<file path="src/rtl/digit_store_pkg.sv">
// digit_store_pkg: shared widths and digit type for the keypad digit buffer.
package digit_store_pkg;
    localparam int DIGIT_W = 4;
    localparam int DEFAULT_NUM_DIGITS = 4;
    typedef logic [DIGIT_W-1:0] digit_t;
endpackage

</file>
<file path="src/rtl/digit_store_if.sv">
// digit_store_if: keypad-side strobe/digit inputs and display-side buffer outputs.
interface digit_store_if import digit_store_pkg::*; #(
    parameter int NUM_DIGITS = DEFAULT_NUM_DIGITS
);
    digit_t                          digit;
    logic                            valid;
    logic                            clear;
    logic [DIGIT_W*NUM_DIGITS-1:0]   out;
    logic [NUM_DIGITS-1:0]           digitsToDisplay;
    logic                            storageFull;

    modport master (output digit, valid, clear, input out, digitsToDisplay, storageFull);
    modport slave  (input digit, valid, clear, output out, digitsToDisplay, storageFull);
endinterface

</file>
<file path="src/rtl/digit_store_rise_detect.sv">
// rise_detect: registers a level strobe and emits a one-cycle pulse on its rising edge.
module rise_detect (
    input  logic clk,
    input  logic reset,
    input  logic in,
    output logic pulse
);
    logic in_q;

    always_ff @(posedge clk or negedge reset)
        if (!reset) in_q <= 1'b0;
        else        in_q <= in;

    assign pulse = in & ~in_q;
endmodule

</file>
<file path="src/rtl/digit_store.sv">
// digit_store: calculator-style hex digit entry buffer with occupancy mask and full flag.
// DIGITSTORE_OVERWRITE_EN: accepts while full shift out the oldest digit instead of being dropped.
module digit_store import digit_store_pkg::*; #(
    parameter int NUM_DIGITS = DEFAULT_NUM_DIGITS
) (
    input logic          clk,
    input logic          reset,
    digit_store_if.slave bus
);
    localparam int W  = DIGIT_W * NUM_DIGITS;
    localparam int CW = $clog2(NUM_DIGITS + 1);
`ifdef DIGITSTORE_OVERWRITE_EN
    localparam bit OVR = 1'b1;
`else
    localparam bit OVR = 1'b0;
`endif

    logic          acc;
    logic          full;
    logic [W-1:0]  out_q;
    logic [CW-1:0] cnt;

    rise_detect u_rise (
        .clk   (clk),
        .reset (reset),
        .in    (bus.valid),
        .pulse (acc)
    );

    assign full = cnt == CW'(NUM_DIGITS);

    // clear wins over a coincident accept; count saturates at NUM_DIGITS
    always_ff @(posedge clk or negedge reset)
        if (!reset) begin
            out_q <= '0;
            cnt   <= '0;
        end else if (bus.clear) begin
            out_q <= '0;
            cnt   <= '0;
        end else if (acc && (!full || OVR)) begin
            out_q <= {out_q[W-DIGIT_W-1:0], bus.digit};
            cnt   <= full ? cnt : cnt + CW'(1);
        end

    for (genvar g = 0; g < NUM_DIGITS; g++) begin : g_mask
        assign bus.digitsToDisplay[g] = cnt > CW'(g);
    end

    assign bus.out         = out_q;
    assign bus.storageFull = full;
endmodule

</file>
<file path="src/flat_wrapper.sv">
// flat-port wrapper written by rule: the top's interface ports become plain ports
module digit_store_flat import digit_store_pkg::*;
#(
    parameter int NUM_DIGITS = DEFAULT_NUM_DIGITS
)
  (clk, reset, bus_digit, bus_valid, bus_clear, bus_out, bus_digitsToDisplay, bus_storageFull);
  digit_store_if #(.NUM_DIGITS(NUM_DIGITS)) bus_i ();
  input logic clk;
  input logic reset;
  input wire logic [$bits(bus_i.digit)-1:0] bus_digit;
  input wire logic [$bits(bus_i.valid)-1:0] bus_valid;
  input wire logic [$bits(bus_i.clear)-1:0] bus_clear;
  output wire logic [$bits(bus_i.out)-1:0] bus_out;
  output wire logic [$bits(bus_i.digitsToDisplay)-1:0] bus_digitsToDisplay;
  output wire logic [$bits(bus_i.storageFull)-1:0] bus_storageFull;
  assign bus_i.digit = bus_digit;
  assign bus_i.valid = bus_valid;
  assign bus_i.clear = bus_clear;
  assign bus_out = bus_i.out;
  assign bus_digitsToDisplay = bus_i.digitsToDisplay;
  assign bus_storageFull = bus_i.storageFull;
  digit_store #(.NUM_DIGITS(NUM_DIGITS)) u_core (.clk(clk), .reset(reset), .bus(bus_i));
endmodule
</file>
<file path="config.mk">
export PLATFORM = sky130hd
export DESIGN_NAME = digit_store_flat
export DESIGN_NICKNAME = d
export VERILOG_FILES = /design/src/rtl/digit_store_pkg.sv /design/src/rtl/digit_store_if.sv /design/src/rtl/digit_store_rise_detect.sv /design/src/rtl/digit_store.sv /design/src/flat_wrapper.sv
export SDC_FILE = /design/constraint.sdc
export NUM_CORES = 1
export LEC_CHECK = 0
export CAP_MARGIN = 20
export CORE_UTILIZATION = 54
export CTS_CLUSTER_DIAMETER = 100
export DETAILED_ROUTE_END_ITERATION = 8
export DONT_BUFFER_PORTS = 1
export PLACE_DENSITY = 0.73
export SLEW_MARGIN = 20
export SYNTH_ARGS = -nofsm -noshare
export SYNTH_HDL_FRONTEND = slang
export SYNTH_SLANG_ARGS = --single-unit
</file>
<file path="constraint.sdc">
create_clock -name clk -period 1.35 [get_ports clk]
set_input_delay 0.135 -clock clk [delete_from_list [all_inputs] [get_ports clk]]
set_output_delay 0.135 -clock clk [all_outputs]
set_load 0.1 [all_outputs]
</file>
# == After elaboration in Yosys (flattened, before gate mapping) ==
# Cells that the tools add are included.
# classes
add_sub_neg,1
magnitude_cmp,4
n_eq_ne,2
mux,5
bitwise_logic,2
n_reduce_logical,4
# op_table
operator,n
$mux W16,2
$mux W3,3
$gt A3 B1 Y1 const B,2
$gt A3 B2 Y1 const B,2
$add A3 B1 Y3 const B,1
$eq A3 B3 Y1 const B,1
$ne A2 B2 Y1 const B,1
$reduce_and A2 Y1,1
$reduce_bool A2 Y1,1
$and A1 B1 Y1,1
$logic_and A1 B1 Y1,1
$logic_not A1 Y1,1
$not A1 Y1,1
# totals
register_bits,20
out_inout_bits,21
elab_cells,21

# == Logic depth before layout (Yosys ltp) ==
# Gate-level depths: netlist of the first run.
# depth
ltp_word,5
ltp_mapped,7
mapped_depth_nobuf,5

# == By module ==
# From an unflattened synthesis of the first run, not the netlist that was laid out.
# unflattened
hier_cells,99
area_unflattened_um2,989.7
# modules_own_cells
module,n_inst,cells_per_inst,area_each_um2,seq_area_each_um2
digit_store,1,97,950.9,475.5
rise_detect,1,2,38.8,25.0

# == Worst setup path after synthesis of the first run ==
# OpenSTA, ideal clock, no wires.
# synth_path
kind,flip-flop to output port
startpoint,reg u_core.cnt[0]
endpoint,out bus_digitsToDisplay[2]
t_arrival_ns,2.724
path_slack_ns,-1.509
path_stages_with_launch,4
n_path_buf,0
path_cell_list,dfrtp_1 -> inv_1 -> ha_1 -> o21ai_0
# synth_via
elab_chain_len,1
# synth_rtl
element,line_no,rtl
"start, declared",digit_store.sv:21,logic [CW-1:0] cnt;
"start signal, assigned",digit_store.sv:42,cnt <= full ? cnt : cnt + CW'(1);
$gt A3 B2 Y1,digit_store.sv:46,assign bus.digitsToDisplay[g] = cnt > CW'(g);
"end, declared",flat_wrapper.sv:14,output wire logic [$bits(bus_i.digitsToDisplay)-1:0] bus_digitsToDisplay;
# No other way between the ends.

# == Final worst setup path of the first run ==
# layout_path
startpoint,reg u_core.cnt[2]
endpoint,out bus_digitsToDisplay[3]
# Same word-level chain as after synthesis.

==> impl_results.md, run 1 <==
* LEAKAGE at between 0.7 and 0.8 nW
* Avg Inst Size Synth at approximately 12 sq um
* Most frequent cells in the layout: nand2b_1, buf_4, dfrtp_1
* Metal-1 WL at around 1100 um
* Top Layer Used: met4
* Clk pwr share at a little under a third
* RSZ-0062 raised after global routing: yes
* Top_reg_cell synth: dfrtp_1
* Starting Density at between 50% and 60%
* Die footprint at between 0.002 and 0.0025 sq mm
* Largest net degree at the start of global routing at 22
* FF-to-FF setup slack at -0.09 ns
* Post-route ant nets at 0
* Post-synth ARST share at 100%
* Diode count at 0
* Synth warnings at 0
* DR WL met2 at 1140 um
* Clock root cell: clkbuf_4
* Final setup margin at -0.248 ns
* Area of the multi-input gates at roughly 500 sq um
* Max_slew headroom at between 30% and 40%
* Critical path type: reg -> out
* Flops & latches, synth at 20
* Met3 routed WL at roughly 110 um
* Final Critical Period at 1.60 ns
* # fillers at approximately 110
* Register area at 502 sq um
* Clock tree sinks at 20
* Final setup viols at 19
* Max Cap Viol at 0
* DP Worst Slack at -0.0669 ns
* First-pass GRT wire length at ~3400 um
* Sequential share of the synthesized area at about half
* Final period util at 118%
* Routed length per placed instance at 16.2 um
* Drt drc at 0
* Final Max Slew Viols at 0
* Total power at 0.00157 W
* NumNets Final at ~130
* Vias in the first global route at around 730
* FMAX at ~630 MHz
* Die H at 44.9 um
* DR vias/cell at around 5.2
* Final hold vios at 1
* Violated checks: hold timing, setup timing
* Die W at between 40 and 50 um
* Hold_ws at -0.00341 ns
* Clock tree buffer depth at 2
* Mapped Area at about 990 sq um
* Dpl hpwl at 1430 um
* Total grt overflow at 0
* Reg power frac at ~40%
* Layout cell share with drive strength beyond 1 at 40.0%
* Crit. End Element: output port
* Initial antenna violation count at 0
* Clock skew at between 0.006 and 0.007 ns
* Status: complete, but fails checks
* Port Buffers at 0
* Drt total wl at between 2000 and 2500 um
* Sw frac at 31.3%
* FP Rows at 15
* Cell area power density at around 1100 mW/mm^2
* Logic pwr share at between 20% and 30%
* Max H-tree Level at 1
* RePlAce Congestion at roughly 0.86
* Post-synth net total at 97
* Internal power at between 0.001 and 0.0015 W
* Skew-Pair Late Insertion Delay at roughly 0.31 ns
* First-iteration detailed-routing DRC count at 14
* Worst Max-Slew Pin Slew at between 0.9 and 1 ns
* Worst Setup Start Kind: flip-flop
* Commonest non-fill, non-tap cell in the layout: nand2b_1
* CP Max Fanout at 4
* Top cell type's share of synthesized area at approximately half
* Detailed Routing Iterations Pass 1 at 4
* NetSw at 0.000491 W
* EDFF count, synth at 0
* TritonCTS clock tree: done
* Core Box Area at ~0.0017 sq mm
* Reg clk slew, reported paths at ~0.13 ns
* Number of CTS-inserted buffers at 3
* Synth area leader: dfrtp_1
* Vias at between 700 and 800
* Gr usage total at a little under a quarter
* Top cells by area, synth: dfrtp_1, mux2i_1, nand2b_1
* Io pins at 29
* Number of distinct library cells after synthesis at 17
* P&R area growth vs syn at 47.7%
* Worst endpoint required time at 1.22 ns
* Max rail drop VDD at just over 0.9 mV
* Hold Crit Class: in -> reg
* Syn Inst Count at between 80 and 90
* Critical path arrival at approximately 1.5 ns
[worst max-delay path: stages (launching register included)]
cell and delay [ns]:
dfrtp_1 0.46, inv_1 0.17, ha_2 0.24, nor2_4 0.10, buf_12 0.18
[stage by stage]
step | cell area (sq um) | hold WS, ns | instances | setup TNS, ns | utilization [%]
after floorplan | 1030 | -0.161 | 85 | -0.472 | -
after global placement | 1290 | -0.160 | 132 | 0 | 74.8
after detailed placement | 1290 | -0.160 | 132 | -0.307 | 74.8
after CTS | 1430 | 0.00104 | 143 | -1.06 | 82.7
after global routing | 1470 | -0.00106 | 145 | -2.74 | 85.1
final | 1470 | -0.00341 | 145 | -1.55 | 85.1
[Yosys cell counts, types with 2 or more instances]
library cell  count
clkbuf_1          2
nor2_1            3
mux2i_1          17
inv_1             5
nand2b_1         22
ha_1              4
nand2_1           2
dfrtp_1          20
a21oi_1           2
[final cells by class]
cell class              instances  share of cell area, %
repair buffers                 35                   24.7
flip-flops and latches         20                   34.2
clock buffers                   3                   1.53
inverters                       5                   1.28
well taps                      25                   2.13
clock inverters                 1                   2.04
multi-input cells              56                   34.2
[repair_timing]
item | in CTS | in global routing
cloned | 0 | 0
setup endpoints to repair | 16 | 23
pin swaps | 1 | 1
gates resized for setup | 5 | 6
endpoints found under the hold margin | 29 | 0
setup buffers | 0 | 2
hold buffers | 7 | 0
[worst paths after layout]
kind / cells after the start / endpoint / start
worst min-delay path: 2 / u_core.cnt[1] / bus_clear
worst max register to register: 6 / u_core.bus.out[10] / u_core.cnt[1]
worst min register to register: 2 / u_core.bus.out[15] / u_core.bus.out[15]
min in group asynchronous: 1 / u_core.bus.out[2] / reset
max in group asynchronous: 1 / u_core.cnt[1] / reset
worst max-delay path: 4 / bus_digitsToDisplay[3] / u_core.cnt[2]
[sequential cells by signal, indices dropped and copies added (netlist names)]
signal	count
u_core.bus.out	16
u_core.cnt	3
u_core.u_rise.in_q	1
[layer usage]
layer | vias to the layer above | GRT usage [%]
met5 | - | 0
met4 | 0 | 9.09
met3 | 2 | 4.00
met2 | 34 | 37.1
met1 | 367 | 33.5
li1 | 348 | -
[kinds of logic (layout without fill, tap and decap cells)]
family	count (synthesis)	count (layout)	synth area share, %
simple gates	30	30	18.0
flops	20	20	50.3
mux	18	18	18.6
buf+inv	9	44	5.79
fa+ha+maj	4	4	5.03
compound gates	4	4	2.26
[power by group through the flow]
| stage | sequential [W] | combinational, W | clock [W] |
|---|---|---|---|
| CTS | 0.000627 | 0.000425 | 0.000499 |
| detailed placement | 0.000638 | 0.000386 | 0 |
| global route | 0.000630 | 0.000456 | 0.000508 |
| floorplan | 0.000703 | 0.000218 | 0 |
| finish | 0.000628 | 0.000440 | 0.000500 |
| global placement | 0.000638 | 0.000380 | 0 |
Power figures use the tool's default switching activity.
==> run 2: changes to the inputs <==
--- a/config.mk
+++ b/config.mk
@@ -6,11 +6,12 @@
 export NUM_CORES = 1
 export LEC_CHECK = 0
 export CAP_MARGIN = 20
-export CORE_UTILIZATION = 54
+export CORE_UTILIZATION = 58
+export CTS_BUF_LIST = sky130_fd_sc_hd__clkbuf_2
 export CTS_CLUSTER_DIAMETER = 100
 export DETAILED_ROUTE_END_ITERATION = 8
 export DONT_BUFFER_PORTS = 1
-export PLACE_DENSITY = 0.73
+export PLACE_DENSITY = 0.77
 export SLEW_MARGIN = 20
 export SYNTH_ARGS = -nofsm -noshare
 export SYNTH_HDL_FRONTEND = slang
==> run 2 against run 1 <==
The flow now stops in global routing (5_1_grt); synthesized cell count did not move; area after synthesis did not move.
==> impl_results.md, run 2 <==
* Max H-tree Level at 1 (unchanged)
* Clock root cell: clkbuf_2
* Largest family of logic cells by synthesized area: multiplexers
* Port Buffers at 0 (unchanged)
* Die W at 43.4 um (-3.4%)
* Mapped Area at 995 sq um (unchanged)
* Die H at 43.4 um (-3.4%)
* Top cell type's share of synthesized area at 50.3% (unchanged)
* Post-synthesis mux area share at 18.6% (unchanged)
* DP Worst Slack at -0.0627 ns (+0.00419 ns)
* RePlAce Congestion at 0.818 (-5.0%)
* Synth area leader: dfrtp_1
* Count leader, synth: nand2b_1
* Synth Area in Simple Gates at 18.0% (unchanged)
* Initial antenna violation count at 0
* Io pins at 29 (unchanged)
* FP Rows at 14 (-1)
* Largest net degree at the start of global routing at 21
* Top cells by area, synth: dfrtp_1, mux2i_1, nand2b_1
* Top_reg_cell synth: dfrtp_1
* Post-synth net total at 97 (unchanged)
* Post-synth ARST share at 100% (unchanged)
* Synth Area in XOR/XNOR at 0% (unchanged)
* Starting Density at 63.8% (+6.2 points)
* Flops & latches, synth at 20 (unchanged)
* Clock tree sinks at 20 (unchanged)
* Synth warnings at 0 (unchanged)
* Worst endpoint after global-route timing repair: bus_digitsToDisplay[3]
* Syn Inst Count at 85 (unchanged)
* DP Area at 0.00127 sq mm (-1.5%)
* Sequential share of the synthesized area at 50.3% (unchanged)
* Stage reached: global routing (5_1_grt)
* Dpl hpwl at 1380 um (-3.1%)
* Top post-synthesis cells by count: nand2b_1, dfrtp_1, mux2i_1
* Clock tree buffer depth at 2 (unchanged)
* Avg Inst Size Synth at 11.7 sq um (unchanged)
* Post-synthesis compound-gate area fraction at 2.26% (unchanged)
* Adder-cell share of the synthesized area at 5.03% (unchanged)
* EDFF count, synth at 0 (unchanged)
* Number of distinct library cells after synthesis at 17 (unchanged)
* Status: aborted with a tool error
* Number of CTS-inserted buffers at 3 (unchanged)
* Worst ep type: top-level output
* Error: [ERROR DPL-0033] detailed placement checks failed during check placement.
* Placed Instances at 122 (-7.6%)
run 2: cells by family after synthesis:
| logic type | count (synthesis) |
|---|---|
| fa+ha+maj | 4 |
| simple gates | 30 |
| compound gates | 4 |
| flops | 20 |
| buf+inv | 9 |
| mux | 18 |
run 2: what timing repair did:
action | CTS
hold endpoints to repair | 36
setup endpoints to repair | 17
pin swaps | 4
setup buffers | 2
resized for setup | 17
hold buffers | 7
run 2: stage by stage:
stage                     TNS (ns)  hold slack (ns)
after floorplan             -0.472           -0.161
after global placement           0           -0.160
after detailed placement    -0.177           -0.160
after CTS                    -1.02          0.00161
==> run 3: changes to the inputs <==
--- a/config.mk
+++ b/config.mk
@@ -6,12 +6,11 @@
 export NUM_CORES = 1
 export LEC_CHECK = 0
 export CAP_MARGIN = 20
-export CORE_UTILIZATION = 58
-export CTS_BUF_LIST = sky130_fd_sc_hd__clkbuf_2
-export CTS_CLUSTER_DIAMETER = 100
+export CORE_AREA = 2 2 63 65
 export DETAILED_ROUTE_END_ITERATION = 8
+export DIE_AREA = 0 0 65 67
 export DONT_BUFFER_PORTS = 1
-export PLACE_DENSITY = 0.77
+export PLACE_DENSITY_LB_ADDON = 0.15
 export SLEW_MARGIN = 20
 export SYNTH_ARGS = -nofsm -noshare
 export SYNTH_HDL_FRONTEND = slang
==> constraint.sdc (replaced) <==
create_clock -name clk -period 1.8 [get_ports clk]
set_input_delay 0.18 -clock clk [delete_from_list [all_inputs] [get_ports clk]]
set_output_delay 0.18 -clock clk [all_outputs]
set_load 0.1 [all_outputs]
==> run 3 against run 2 <==
The run now ends clean.
==> impl_results.md, run 3 (synthesis gave the netlist of run 1 again) <==
* DR vias/cell at 4.26
* Skew-Pair Late Insertion Delay at 0.25 ns
* Worst Max-Slew Pin Slew at 0.933 ns
* Total power at about 0.0011 W
* NumNets Final at around 120
* Status: finished, final reports clean
* Drt drc at 0
* Register area at between 500 and 600 sq um
* Cell area power density at about 830 mW/mm^2
* Port Buffers at 0 (unchanged)
* Max Cap Viol at 0
* Core Box Area at about 0.0036 sq mm
* Final hold vios at 0
* Io pins at 29 (unchanged)
* Final period util at between 90% and 100%
* RSZ-0062 raised after global routing: no
* Number of setup buffers added after CTS at 0 (-2)
* Gr usage total at 9.87%
* Critical path type: reg -> out
* DP Worst Slack at 0.178 ns (+0.241 ns)
* Die W at 65 um (+50%)
* Die footprint at around 0.0044 sq mm
* Setup TNS at 0 ns
* Hold Crit Class: in -> reg
* Clock tree sinks at 20 (unchanged)
* TritonCTS clock tree: done
* Max_slew headroom at approximately 38%
* FF-to-FF setup slack at between 0.15 and 0.2 ns
* Max reg flops at 16
* First-iteration detailed-routing DRC count at 21
* Final Critical Period at approximately 1.6 ns
* FP Rows at 22 (+8)
* Finished Layout Cells at 157
* Drt total wl at slightly below 2000 um
* Post-route ant nets at 0
* RR Endpoint: u_core.cnt[0]
* Worst endpoint required time at between 1.5 and 2 ns
* Hold Buf Count CTS at 3 (-4)
* Clock root cell: clkbuf_8
* Placed Instances at 150 (+23%)
* Critical path arrival at 1.45 ns
* Layout cell share with drive strength beyond 1 at ~28%
* Starting Density at 27.6% (-36 points)
* Most frequent cells in the layout: nand2b_1, buf_4, dfrtp_1
* RePlAce Congestion at 0.752 (-8.1%)
* Clock skew at between 0.003 and 0.004 ns
* Critical Path Source: u_core.cnt[0]
* LEAKAGE at 0.632 nW
* Initial antenna violation count at 0
* Vias in the first global route at 720
* Diode count at 0
* Area of the multi-input gates at approximately 440 sq um
* # resized after CTS at 0 (-17)
* FMAX at ~600 MHz
* Worst Setup Start Kind: flip-flop
* Crit. End Element: output port
* Max H-tree Level at 1 (unchanged)
* # fillers at about 390
* Die H at 67 um (+54%)
* Dpl hpwl at 1380 um (-0.14%)
* Clock tree buffer depth at 2 (unchanged)
* P&R area growth vs syn at 27.2%
* Detailed Routing Iterations Pass 1 at 3
* RR Startpoint: u_core.cnt[1]
* First-pass GRT wire length at about 3300 um
* Vias at about 670
* Crit path to: bus_digitsToDisplay[3]
* Routed length per placed instance at around 13 um
* CP Max Fanout at 4
* Number of CTS-inserted buffers at 3 (unchanged)
* Total grt overflow at 0
* Max rail drop VDD at between 0.5 and 0.6 mV
* Commonest non-fill, non-tap cell in the layout: nand2b_1
* Final Max Slew Viols at 0
* Final setup margin at between 0.15 and 0.2 ns
* Largest net degree at the start of global routing at 26
* Final setup viols at 0
* Reg2Reg Depth at 5
* Reg clk slew, reported paths at 0.07 ns
==> run 3: worst min path at each step <==
stage,startpoint,to,depth (start not counted)
finish,bus_digit[3],u_core.bus.out[3],2
global route,bus_digit[2],u_core.bus.out[2],2
CTS,bus_digit[2],u_core.bus.out[2],2
detailed placement,reset,u_core.u_rise.in_q,0
global placement,reset,u_core.cnt[0],0
floorplan,reset,u_core.bus.out[0],0
==> run 3: critical path, cell delays in order (launching register included) <==
cell     delay (ns)
dfrtp_1        0.42
ha_1           0.21
ha_1           0.18
nor2_2         0.10
buf_4          0.29
==> run 3: report_power, final <==
part,switching (W),internal (W),total [W]
registers,0.00000925,0.000461,0.000470
logic,0.000182,0.0000620,0.000244
clock network,0.000143,0.000194,0.000337
total,0.000334,0.000717,0.00105
==> run 3: layer usage <==
metal | wire, um | share of wire [%] | global-route usage (%)
met2 | 939 | 47 | 15.7
met3 | 102 | 5.1 | 3.38
met1 | 943 | 48 | 13.1
met4 | 0 | 0 | 1.60
met5 | 0 | 0 | 0
==> run 3: metrics by stage <==
| step | cell area, sq um | hold WS (ns) | utilization [%] |
|---|---|---|---|
| 6_report | 1260 | 0.0737 | 35.1 |
| 5_1_grt | 1260 | 0.0674 | 35.1 |
| 4_1_cts | 1260 | 0.0670 | 35.1 |
| 3_5_place_dp | 1180 | -0.115 | 32.7 |
| 3_3_place_gp | 1180 | -0.115 | 32.7 |
| 2_1_floorplan | 997 | -0.116 | - |
==> run 3: cell type report <==
class,instances,area share (%)
inverters,5,1.48
clock buffers,4,4.35
well taps,48,4.75
flip-flops and latches,20,39.6
multi-input cells,56,35.0
repair buffers,24,14.8
